==> config.mk <==
export PLATFORM = sky130hd
export DESIGN_NAME = dmem_port_arbiter
export DESIGN_NICKNAME = d
export VERILOG_FILES = /design/src/rtl/dmem_port_arbiter.sv
export SDC_FILE = /design/constraint.sdc
export NUM_CORES = 1
export LEC_CHECK = 0
export ABC_AREA = 0
export CAP_MARGIN = 20
export CORE_ASPECT_RATIO = 0.5
export CORE_MARGIN = 3
export CORE_UTILIZATION = 45
export CTS_CLUSTER_SIZE = 12
export DETAILED_ROUTE_END_ITERATION = 10
export PLACE_DENSITY = 0.86
export SLEW_MARGIN = 15
export SYNTH_ARGS = -nofsm -noshare
export SYNTH_HDL_FRONTEND = slang
export SYNTH_SLANG_ARGS = --single-unit
export TNS_END_PERCENT = 5
==> constraint.sdc <==
create_clock -name CLK -period 2.8 [get_ports CLK]
set_input_delay 0.56 -clock CLK [delete_from_list [all_inputs] [get_ports CLK]]
set_output_delay 0.56 -clock CLK [all_outputs]
set_load 0.005 [all_outputs]
==> src/rtl/dmem_port_arbiter.sv <==
// Shares one synchronous-read data memory between the processor port (0) and a
// loader/debug port (1): one access per cycle, round-robin or fixed priority, port-1 lock.
module dmem_port_arbiter #(
    parameter int ADDR_W      = 10,
    parameter int DATA_W      = 32,
    parameter int P0_PRIORITY = 0
) (
    input  logic              CLK,
    input  logic              RST_N,

    input  logic              p0_req,
    input  logic              p0_we,
    input  logic [ADDR_W-1:0] p0_addr,
    input  logic [DATA_W-1:0] p0_wdata,
    output logic              p0_gnt,
    output logic              p0_rvalid,
    output logic [DATA_W-1:0] p0_rdata,
    output logic              p0_stall,

    input  logic              p1_req,
    input  logic              p1_we,
    input  logic [ADDR_W-1:0] p1_addr,
    input  logic [DATA_W-1:0] p1_wdata,
    input  logic              p1_lock,
    output logic              p1_gnt,
    output logic              p1_rvalid,
    output logic [DATA_W-1:0] p1_rdata,

    output logic              mem_en,
    output logic              mem_we,
    output logic [ADDR_W-1:0] mem_addr,
    output logic [DATA_W-1:0] mem_wdata,
    input  logic [DATA_W-1:0] mem_rdata
);

    typedef enum logic {
        ST_IDLE   = 1'b0,
        ST_LOCKED = 1'b1
    } state_e;

    localparam bit FIXED_PRIO = (P0_PRIORITY != 0);

    state_e            state_q, state_d;
    logic              last_winner_q, last_winner_d;
    logic              p0_gnt_q, p0_gnt_d;
    logic              p1_gnt_q, p1_gnt_d;
    logic              mem_en_q, mem_en_d;
    logic              mem_we_q, mem_we_d;
    logic [ADDR_W-1:0] mem_addr_q, mem_addr_d;
    logic [DATA_W-1:0] mem_wdata_q, mem_wdata_d;
    logic              rd_pend_q, rd_pend_d;
    logic              rd_tag_q, rd_tag_d;
    logic              p0_rvalid_q, p0_rvalid_d;
    logic              p1_rvalid_q, p1_rvalid_d;
    logic [DATA_W-1:0] p0_rdata_q, p0_rdata_d;
    logic [DATA_W-1:0] p1_rdata_q, p1_rdata_d;

    logic p0_elig, p1_elig, lock_active, win0, win1;

    // A port whose grant is showing this cycle is still holding the old request.
    always_comb begin
        p0_elig     = p0_req & ~p0_gnt_q;
        p1_elig     = p1_req & ~p1_gnt_q;
        lock_active = (state_q == ST_LOCKED) & p1_lock;
        win0        = 1'b0;
        win1        = 1'b0;
        if (lock_active) begin
            win1 = p1_elig;
        end else if (p0_elig & p1_elig) begin
            if (FIXED_PRIO || last_winner_q) begin
                win0 = 1'b1;
            end else begin
                win1 = 1'b1;
            end
        end else begin
            win0 = p0_elig;
            win1 = p1_elig;
        end
    end

    always_comb begin
        state_d = state_q;
        case (state_q)
            ST_IDLE:   if (win1 & p1_lock) state_d = ST_LOCKED;
            ST_LOCKED: if (!p1_lock) state_d = ST_IDLE;
            default:   state_d = ST_IDLE;
        endcase
    end

    always_comb begin
        p0_gnt_d      = win0;
        p1_gnt_d      = win1;
        mem_en_d      = win0 | win1;
        mem_we_d      = 1'b0;
        mem_addr_d    = mem_addr_q;
        mem_wdata_d   = mem_wdata_q;
        last_winner_d = last_winner_q;
        if (win1) begin
            mem_we_d      = p1_we;
            mem_addr_d    = p1_addr;
            mem_wdata_d   = p1_wdata;
            last_winner_d = 1'b1;
        end else if (win0) begin
            mem_we_d      = p0_we;
            mem_addr_d    = p0_addr;
            mem_wdata_d   = p0_wdata;
            last_winner_d = 1'b0;
        end

        // Read tag follows the access one cycle behind, lining up with mem_rdata.
        rd_pend_d   = mem_en_q & ~mem_we_q;
        rd_tag_d    = p1_gnt_q;
        p0_rvalid_d = rd_pend_q & ~rd_tag_q;
        p1_rvalid_d = rd_pend_q & rd_tag_q;
        p0_rdata_d  = p0_rvalid_d ? mem_rdata : p0_rdata_q;
        p1_rdata_d  = p1_rvalid_d ? mem_rdata : p1_rdata_q;
    end

    always_ff @(posedge CLK or negedge RST_N) begin
        if (!RST_N) begin
            state_q       <= ST_IDLE;
            last_winner_q <= 1'b1;
            p0_gnt_q      <= 1'b0;
            p1_gnt_q      <= 1'b0;
            mem_en_q      <= 1'b0;
            mem_we_q      <= 1'b0;
            mem_addr_q    <= '0;
            mem_wdata_q   <= '0;
            rd_pend_q     <= 1'b0;
            rd_tag_q      <= 1'b0;
            p0_rvalid_q   <= 1'b0;
            p1_rvalid_q   <= 1'b0;
            p0_rdata_q    <= '0;
            p1_rdata_q    <= '0;
        end else begin
            state_q       <= state_d;
            last_winner_q <= last_winner_d;
            p0_gnt_q      <= p0_gnt_d;
            p1_gnt_q      <= p1_gnt_d;
            mem_en_q      <= mem_en_d;
            mem_we_q      <= mem_we_d;
            mem_addr_q    <= mem_addr_d;
            mem_wdata_q   <= mem_wdata_d;
            rd_pend_q     <= rd_pend_d;
            rd_tag_q      <= rd_tag_d;
            p0_rvalid_q   <= p0_rvalid_d;
            p1_rvalid_q   <= p1_rvalid_d;
            p0_rdata_q    <= p0_rdata_d;
            p1_rdata_q    <= p1_rdata_d;
        end
    end

    assign p0_gnt    = p0_gnt_q;
    assign p1_gnt    = p1_gnt_q;
    assign p0_rvalid = p0_rvalid_q;
    assign p1_rvalid = p1_rvalid_q;
    assign p0_rdata  = p0_rdata_q;
    assign p1_rdata  = p1_rdata_q;
    assign p0_stall  = p0_req & ~p0_gnt_q;
    assign mem_en    = mem_en_q;
    assign mem_we    = mem_we_q;
    assign mem_addr  = mem_addr_q;
    assign mem_wdata = mem_wdata_q;

endmodule

* Word-level counts from Yosys, hierarchy flattened *
Index checks and enable logic that the tools add are counted.
W data, S select, Z words.

operators by class
  mux-type cells = 17
  bitwise operators = 14
  reduce and logical (&&, ||, !) cells = 1

operator list
  kind                number
  $mux W32            2
  $mux W10            2
  $mux W1             12
  $and A1 B1 Y1       8
  $not A1 Y1          5
  $pmux W1 S2         1
  $reduce_bool A2 Y1  1
  $or A1 B1 Y1        1

storage, ports and cells
  bits in registers = 116
  word-level logic and storage cells = 46

* Logic depth before layout (Yosys ltp) *
Gate-level depths: netlist of run 1.

  depth in word-level cells = 8
  depth in mapped cells = 6

* Worst setup path after synthesis of run 1 *
No wires, ideal clock.

  path kind = input -> output
  start = input p0_req
  end = output p0_stall
  arrival time = 1.020 ns
  setup slack = 1.220 ns
  cell stages on the path = 3
  cell sequence = nor2b_4 > buf_6 > buf_2

on the way
  cells in the longest elaborated chain, start to end = 1

ends and longest elaborated chain
  item           line  RTL
  from (decl)    11    input logic p0_req,
  $and A1 B1 Y1  159   assign p0_stall = p0_req & ~p0_gnt_q;
  to (decl)      18    output logic p0_stall,

No other way between the ends.

* Worst setup path after layout of run 1 *
Same ends and word-level chain as after synthesis.

==> flow_summary.ini, run 1 <==
[outcome]
status = complete, no violations

[synthesis]
syn_nets = 517
synth_area_um2 = 5200
synth.avg_cell_area_um2 = 13.2
async_reset_ff_share_pct = 100
ys_warn_count = 0
synth_edf_count = 0
yosysSeqAreaShare_pct = 55.8
ys_types = 22
synth_ff_type = dfrtp_1
synthCells = 394
ys_ff_latch = 116

[sta]
report.final.slew_viol_count = 0
setup_viol = 0
finalCritPeriodShare_pct = 82.1
fin_crit_ps = 2300
relSlewSlack_pct = 43.6
fmax_mhz = 435
tns_ps = 0
fin_skew_ps = 11.8
hold_viol = 0
worst_pin_slew_ps = 845
setup_ws_ps = 501
rsz0062_at_grt = no

[cts]
htreeDepth = 4
cts_inserted_buffers = 17
cts_buffer_depth = 2
cts.clk_slew.worst_paths_ps = 50
cts_sinks = 116
cts_hold_buffers = 0
cts_setup_buffers = 0
cts_resized = 0
clk_latency_ps = 410
cts_tree = built
cts_root_buffer = clkbuf_16

[power_and_ir_drop]
leakagePower_nw = 3.54
combPwrFrac_pct = 37.2
p_sw_mw = 2.04
p_int_mw = 5.41
vdd_drop_max_uv = 425
p_sw_share_pct = 27.4
pwr-share-clk_pct = 26.6
power_density_nw_per_um2 = 910
p_seq_share_pct = 36.2

[setup_path]
critPathKind = in2out
worstSetupStartpointType = input port
endpoint_kind = output port
cp.arrival_ps = 1740
crit_fanout = 3
worstPathRequired_ps = 2240

[detailed_routing]
antenna_left = 0
first_pass_iters = 4
viasPerCell = 5.32
wire_per_inst_um = 19.2
vias = 4168
drt_wl_total_um = 15100
drc = 0
drt_iter0_markers = 171

[placement]
dp.cells = 755
dp_hpwl_um = 10400
place.gp.congestion = 0.833
place_ws_ps = 330
portBuffers = 235

[finish]
final_common_cell = clkdlybuf4s50_1
fillCellCount = 726
final_cell_mix = clkdlybuf4s50_1, dfrtp_1, inv_1
syn_to_final_growth_pct = 57.5
drive_gt1_share_pct = 23.2
nets = 752
layoutNonFillerInstCount = 784
fin_util_pct = 73.5
antenna_cells = 0

[floorplan]
die_h_um = 82.0
io_pins = 236
rows = 27
initial_utilization_pct = 46.7
coreArea_um2 = 11100
die_area_um2 = 13000
die_x_um = 158

[global_route]
antenna_found_initial = 0
overflow = 0
gr-usage-all-layers_pct = 23.7
grt_pass1_vias = 4413
grt_start_max_net_pins = 67
grt_first_pass_wirelength_um = 23500

[min_path]
hold_class = in2async

[flow_run]
maxCapViolCount = 0
-- sequential cells by signal (all words and copies together), names as in the netlist, 10 cells and up --
register	count
p1_rdata	32
p0_rdata	32
mem_addr	10
mem_wdata	32
-- through the flow --
| step | total power, mW | hold slack [ps] | area [µm²] |
|---|---|---|---|
| 3_5_place_dp | 5.49 | 444 | 7660 |
| 6_report | 7.45 | 248 | 8190 |
| 2_1_floorplan | 3.74 | 264 | 5200 |
| 4_1_cts | 7.52 | 296 | 8190 |
| 5_1_grt | 7.84 | 314 | 8190 |
| 3_3_place_gp | 5.41 | 442 | 7660 |
-- synthesized netlist by cell type (3+ instances only) --
master    instances  area (µm²)
dfrtp_1         115        2880
inv_1            85         319
mux2_2           64         721
a211oi_1         42         315
a221oi_2         38         571
buf_2            15        75.1
buf_6            10         113
a221oi_1          4        35.0
clkbuf_1          4        15.0
nand2_1           3        11.3
nor2b_1           3        18.8
-- per-layer routing --
layer  share of wire [%]  GRT usage, %
met5                   0             0
met4                 2.3          10.5
met3                 4.7          5.05
met2                  54          42.4
met1                  39          28.1
-- power by group through the flow --
stage | combinational (mW) | clock (mW) | sequential, mW
2_1_floorplan | 1.01 | 0 | 2.72
3_3_place_gp | 2.73 | 0 | 2.68
3_5_place_dp | 2.78 | 0 | 2.71
4_1_cts | 2.81 | 2.01 | 2.70
5_1_grt | 2.97 | 2.10 | 2.77
6_report | 2.78 | 1.98 | 2.70
-- logic make-up after synthesis --
group	share of synthesized area (%)
compound gates	18.7
buf+inv	10.2
flops	55.8
mux	13.9
simple gates	1.40
-- worst max-delay path, stage by stage --
cell             delay, ps
clkdlybuf4s50_1        460
nor2b_4                200
clkdlybuf4s50_1        520
-- area by class of cell --
class | instances | area (µm²) | share of cell area [%]
flip-flops and latches | 116 | 2900 | 35.5
repair buffers | 246 | 2470 | 30.2
multi-input cells | 163 | 1780 | 21.8
clock buffers | 23 | 478 | 5.84
inverters | 85 | 319 | 3.90
well taps | 145 | 181 | 2.22
clock inverters | 6 | 55.1 | 0.672
-- path summary, 6_finish.rpt --
| check | start | end | slack, ps | cells after the start |
|---|---|---|---|---|
| max in group asynchronous | RST_N | p0_rdata[27] | 1820 | 2 |
| min | RST_N | p1_rvalid | 250 | 1 |
| min in group CLK | mem_we | rd_pend_q | 460 | 1 |
| min reg2reg | mem_we | rd_pend_q | 460 | 1 |
| max reg2reg | state_q | mem_wdata[17] | 970 | 5 |
| max | p0_req | p0_stall | 500 | 3 |
No activity file was read; power rests on OpenSTA's default activity.
==> run 2: changes to the inputs <==
CORE_UTILIZATION = 42   (was 45)
PLACE_DENSITY = 0.81   (was 0.86)
clock period = 2.3 ns   (was 2.8 ns; I/O delays follow)
==> run 2 against run 1 <==
  * Sequential power grew 21%
  * Critical endpoint unchanged
  * Highest routed layer unchanged
  * Die area grew 6.7%
  * Clock power grew 36%
  * Largest power group unchanged
  * Clock-buffer cell count shrank 6
  * Core utilization shrank 3.6 points
==> flow_summary.ini, run 2 (synthesis gave the netlist of run 1 again) <==
[sta]
hold-worst-slack_ps = 474
setup_viol = 0
fin_crit_ps = 2010
worst_pin_slew_ps = 463
fin_skew_ps = 8.44
hold_viol = 0
fmax_mhz = 497
rsz0062_at_grt = no
report.final.slew_viol_count = 0
finalCritPeriodShare_pct = 87.5
relSlewSlack_pct = 69.1
tns_ps = 0

[setup_path]
worstSetupStartpointType = input port
crit_start = p0_req
critPathKind = in2out
crit_path_end = p0_stall
worstPathRequired_ps = 1840
cp.arrival_ps = 1550
r2r_start = p1_gnt
worstReg2RegEnd = mem_wdata[9]
r2r_setup_slack_ps = 780
rr_worst_depth = 4
crit_fanout = 2
endpoint_kind = output port

[flow_run]
maxCapViolCount = 0

[detailed_routing]
dr_wl_met2_um = 7750
viasPerCell = 5.03
drc = 0
wire_per_inst_um = 18.0
met1Wirelength_um = 5780
drt_wl_total_um = 14600
top_layer = met4
antenna_left = 0
vias = 4081
first_pass_iters = 6
drt_iter0_markers = 225
dr_wl_met3_um = 716

[global_route]
grt_first_pass_wirelength_um = 23800
grt_start_max_net_pins = 48
overflow = 0
gr-usage-all-layers_pct = 21.9
antenna_found_initial = 0
grt_pass1_vias = 4482

[power_and_ir_drop]
pwr-share-clk_pct = 28.7
p_sw_mw = 2.56
power_density_nw_per_um2 = 1120
total_power_mw = 9.34
p_sw_share_pct = 27.4
combPwrFrac_pct = 36.2
p_int_mw = 6.78
p_seq_share_pct = 35.0
leakagePower_nw = 3.59
vdd_drop_max_uv = 505

[floorplan]
die_h_um = 84.7
rows = 28
die_x_um = 163
io_pins = 236
initial_utilization_pct = 43.5
coreArea_um2 = 11900
die_area_um2 = 13800

[placement]
portBuffers = 235
placed_area_um2 = 7730
place.gp.congestion = 0.769
dp_hpwl_um = 10400
dp.cells = 780

[finish]
antenna_cells = 0
layoutNonFillerInstCount = 812
nets = 758
final_common_cell = clkdlybuf4s50_1
drive_gt1_share_pct = 24.4
syn_to_final_growth_pct = 60.5
final_cell_mix = clkdlybuf4s50_1, dfrtp_1, inv_1
final_area_um2 = 8350

[cts]
cts_tree = built
cts_sinks = 116
cts.clk_slew.worst_paths_ps = 60
cts_inserted_buffers = 17
htreeDepth = 4
cts_root_buffer = clkbuf_16
cts_buffer_depth = 2
clk_latency_ps = 400

[outcome]
status = complete, no violations

[min_path]
hold_class = reg2reg
run 2: layout make-up:
class	instances	area (µm²)
fillers	829	3600
flip-flops and latches	116	2900
repair buffers	252	2530
multi-input cells	163	1780
clock buffers	17	425
inverters	85	319
well taps	165	206
clock inverters	14	178
run 2: routing by layer:
layer	up-vias	GRT usage, %
li1	1880	-
met1	2033	25.9
met2	135	38.8
met3	33	4.78
met4	0	9.52
met5	-	0
run 2: power by group through the flow:
| stage | Clock [mW] | Combinational [mW] | Sequential (mW) |
|---|---|---|---|
| 6_report | 2.69 | 3.39 | 3.27 |
| 5_1_grt | 2.85 | 3.62 | 3.38 |
| 4_1_cts | 2.73 | 3.44 | 3.28 |
| 3_5_place_dp | 0 | 3.41 | 3.29 |
| 3_3_place_gp | 0 | 3.34 | 3.27 |
| 2_1_floorplan | 0 | 1.24 | 3.32 |
run 2: what timing repair did:
item,4_1_cts,5_1_grt
endpoints found under the hold margin,25,0
setup buffers,0,0
hold buffers,1,0
gates resized for setup,0,0
run 2: stage by stage:
stage | setup WS [ps] | util, %
after floorplan | 917 | -
after global placement | 285 | 64.7
after detailed placement | 285 | 64.7
after CTS | 283 | 69.9
after global routing | 242 | 69.9
final | 288 | 69.9
run 2: critical path: stages:
cell and delay, ps:
clkdlybuf4s50_1 450, nor2b_4 140, clkdlybuf4s50_1 500
run 2: worst min path at each step:
stage / start / to / slack (ps) / cells past startpoint
floorplan: RST_N / mem_addr[0] / 160 / 0
global placement: RST_N / p0_rdata[25] / 400 / 1
detailed placement: RST_N / p1_rdata[25] / 410 / 1
CTS: mem_we / rd_pend_q / 480 / 1
global route: mem_we / rd_pend_q / 500 / 1
finish: mem_we / rd_pend_q / 470 / 1
==> run 3: changes to the inputs <==
--- a/config.mk
+++ b/config.mk
@@ -10,3 +10,3 @@
 export CORE_ASPECT_RATIO = 0.5
-export CORE_MARGIN = 3
+export CORE_MARGIN = 4
 export CORE_UTILIZATION = 42
--- a/constraint.sdc
+++ b/constraint.sdc
@@ -3,2 +3,2 @@
 set_output_delay 0.46 -clock CLK [all_outputs]
-set_load 0.005 [all_outputs]
+set_load 0.02 [all_outputs]
==> run 3 against run 2 <==
  * First-iteration DRC count decreased by 16%
  * Global-route usage decreased by 1.2 points
  * Core utilization increased by 0.42 points
  * Critical path depth unchanged
  * Setup slack got worse by 120 ps
  * Sequential share of layout area decreased by 0.21 points
  * Fmax decreased by 5.6%
  * Worst hold slack got worse by 440 ps
  * Highest routed layer unchanged
  * Clock power increased by 3%
  * Clock skew increased by 3.2 ps
==> flow_summary.ini, run 3 (synthesis gave the netlist of run 1 again) <==
[power_and_ir_drop]
total_power_mw = 10.4
vdd_drop_max_uv = 639
leakagePower_nw = 3.60
power_density_nw_per_um2 = 1240

[detailed_routing]
vias = 4052
drt_wl_total_um = 14600
antenna_left = 0
wire_per_inst_um = 17.9
viasPerCell = 4.99
drt_iter0_markers = 190
first_pass_iters = 4
drc = 0

[sta]
rsz0062_at_grt = no
setup_viol = 0
worst_pin_slew_ps = 530
fin_skew_ps = 11.6
report.final.slew_viol_count = 0
finalCritPeriodShare_pct = 92.7
relSlewSlack_pct = 64.7
hold_viol = 0
fin_crit_ps = 2130
setup_ws_ps = 168
fmax_mhz = 469
tns_ps = 0

[global_route]
grt_start_max_net_pins = 41
overflow = 0
top_usage_layer = met2
grt_first_pass_wirelength_um = 23300
grt_use_met1_pct = 25.3
gr-usage-all-layers_pct = 20.8
grt_pass1_vias = 4428
antenna_found_initial = 0
use_met2_pct = 37.0
grt_use_met3_pct = 3.66

[placement]
place.gp.congestion = 0.766
dp_hpwl_um = 10600
place_ws_ps = 160
portBuffers = 235

[setup_path]
cp_common_cell = clkdlybuf4s50_1
endpoint_kind = output port
rr_worst_depth = 5
crit_fanout = 3
critPathKind = in2out
worstReg2RegEnd = mem_wdata[18]
cp.arrival_ps = 1670
worstSetupStartpointType = input port
path_cells = clkdlybuf4s50_1 -> nor2b_4 -> clkdlybuf4s50_1
worstPathRequired_ps = 1840
r2r_setup_slack_ps = 770
cpPeakStageDelay_ps = 610
cpMaxStageDelayCell = clkdlybuf4s50_1
r2r_start = p0_gnt

[min_path]
hold_class = in2async

[cts]
cts_root_buffer = clkbuf_16
cts_setup_buffers = 0
cts_hold_buffers = 0
cts_tree = built
cts_resized = 0
cts_inserted_buffers = 17
cts_buffer_depth = 2
clk_latency_ps = 400
htreeDepth = 4
cts_sinks = 116
cts.clk_slew.worst_paths_ps = 60

[finish]
drive_gt1_share_pct = 24.4
nets = 757
antenna_cells = 0
final_cell_mix = clkdlybuf4s50_1, dfrtp_1, inv_1
final_common_cell = clkdlybuf4s50_1
fin_util_pct = 70.3
syn_to_final_growth_pct = 61.4

[floorplan]
coreArea_um2 = 11900
die_h_um = 86.7
rows = 28
die_area_um2 = 14300
io_pins = 236
initial_utilization_pct = 43.5
die_x_um = 165

[outcome]
status = complete, no violations

[flow_run]
maxCapViolCount = 0
## run 3: changes by cell type in the layout (fill, tap and decap cells not counted)
cell	previous run	this run
clkbuf_1	0	1
clkbuf_8	0	1
clkinvlp_4	1	4
dlygate4sd3_1	1	0
clkinv_4	5	2
inv_6	3	0
clkinv_2	2	3
buf_4	13	10
buf_12	4	7
bufinv_16	3	4
## run 3: metal layers
layer,vias to the layer above,routed length (µm)
li1,1875,-
met1,2026,5890
met2,124,7790
met3,27,575
met4,0,310
met5,-,0
## run 3: worst max-delay path, delay by kind of cell
kind          cells  cell delay [ps]
buf+inv           2             1060
simple gates      1              150
## run 3: how the worst max path moves through the flow
stage	slack (ps)	endpoint	start	cells after the start
final	170	p0_stall	p0_req	3
after global routing	140	p0_stall	p0_req	3
after CTS	160	p0_stall	p0_req	3
after detailed placement	160	p0_stall	p0_req	3
after global placement	170	p0_stall	p0_req	3
after floorplan	850	p0_stall	p0_gnt	3
## run 3: layout make-up
type | instances | area (µm²)
clock buffer | 19 | 443
clock inverter | 13 | 183
fill | 826 | 3550
inverter | 85 | 319
multi-input combinational | 163 | 1780
sequential | 116 | 2900
tap | 165 | 206
timing repair buffer | 251 | 2560
## run 3: where the power goes
part	leakage, nW	internal [mW]	total (mW)	switching (mW)
logic	1.97	2.27	4.33	2.06
registers	1.33	2.84	3.28	0.440
clock network	0.295	1.84	2.77	0.931
total	3.60	6.94	10.4	3.43
## run 3: stage by stage
step	hold WS [ps]	cells	cell area (µm²)
finish	36.5	812	8400
global route	67.3	812	8400
CTS	55.2	812	8400
detailed placement	451	780	7770
global placement	459	780	7770
floorplan	164	394	5200
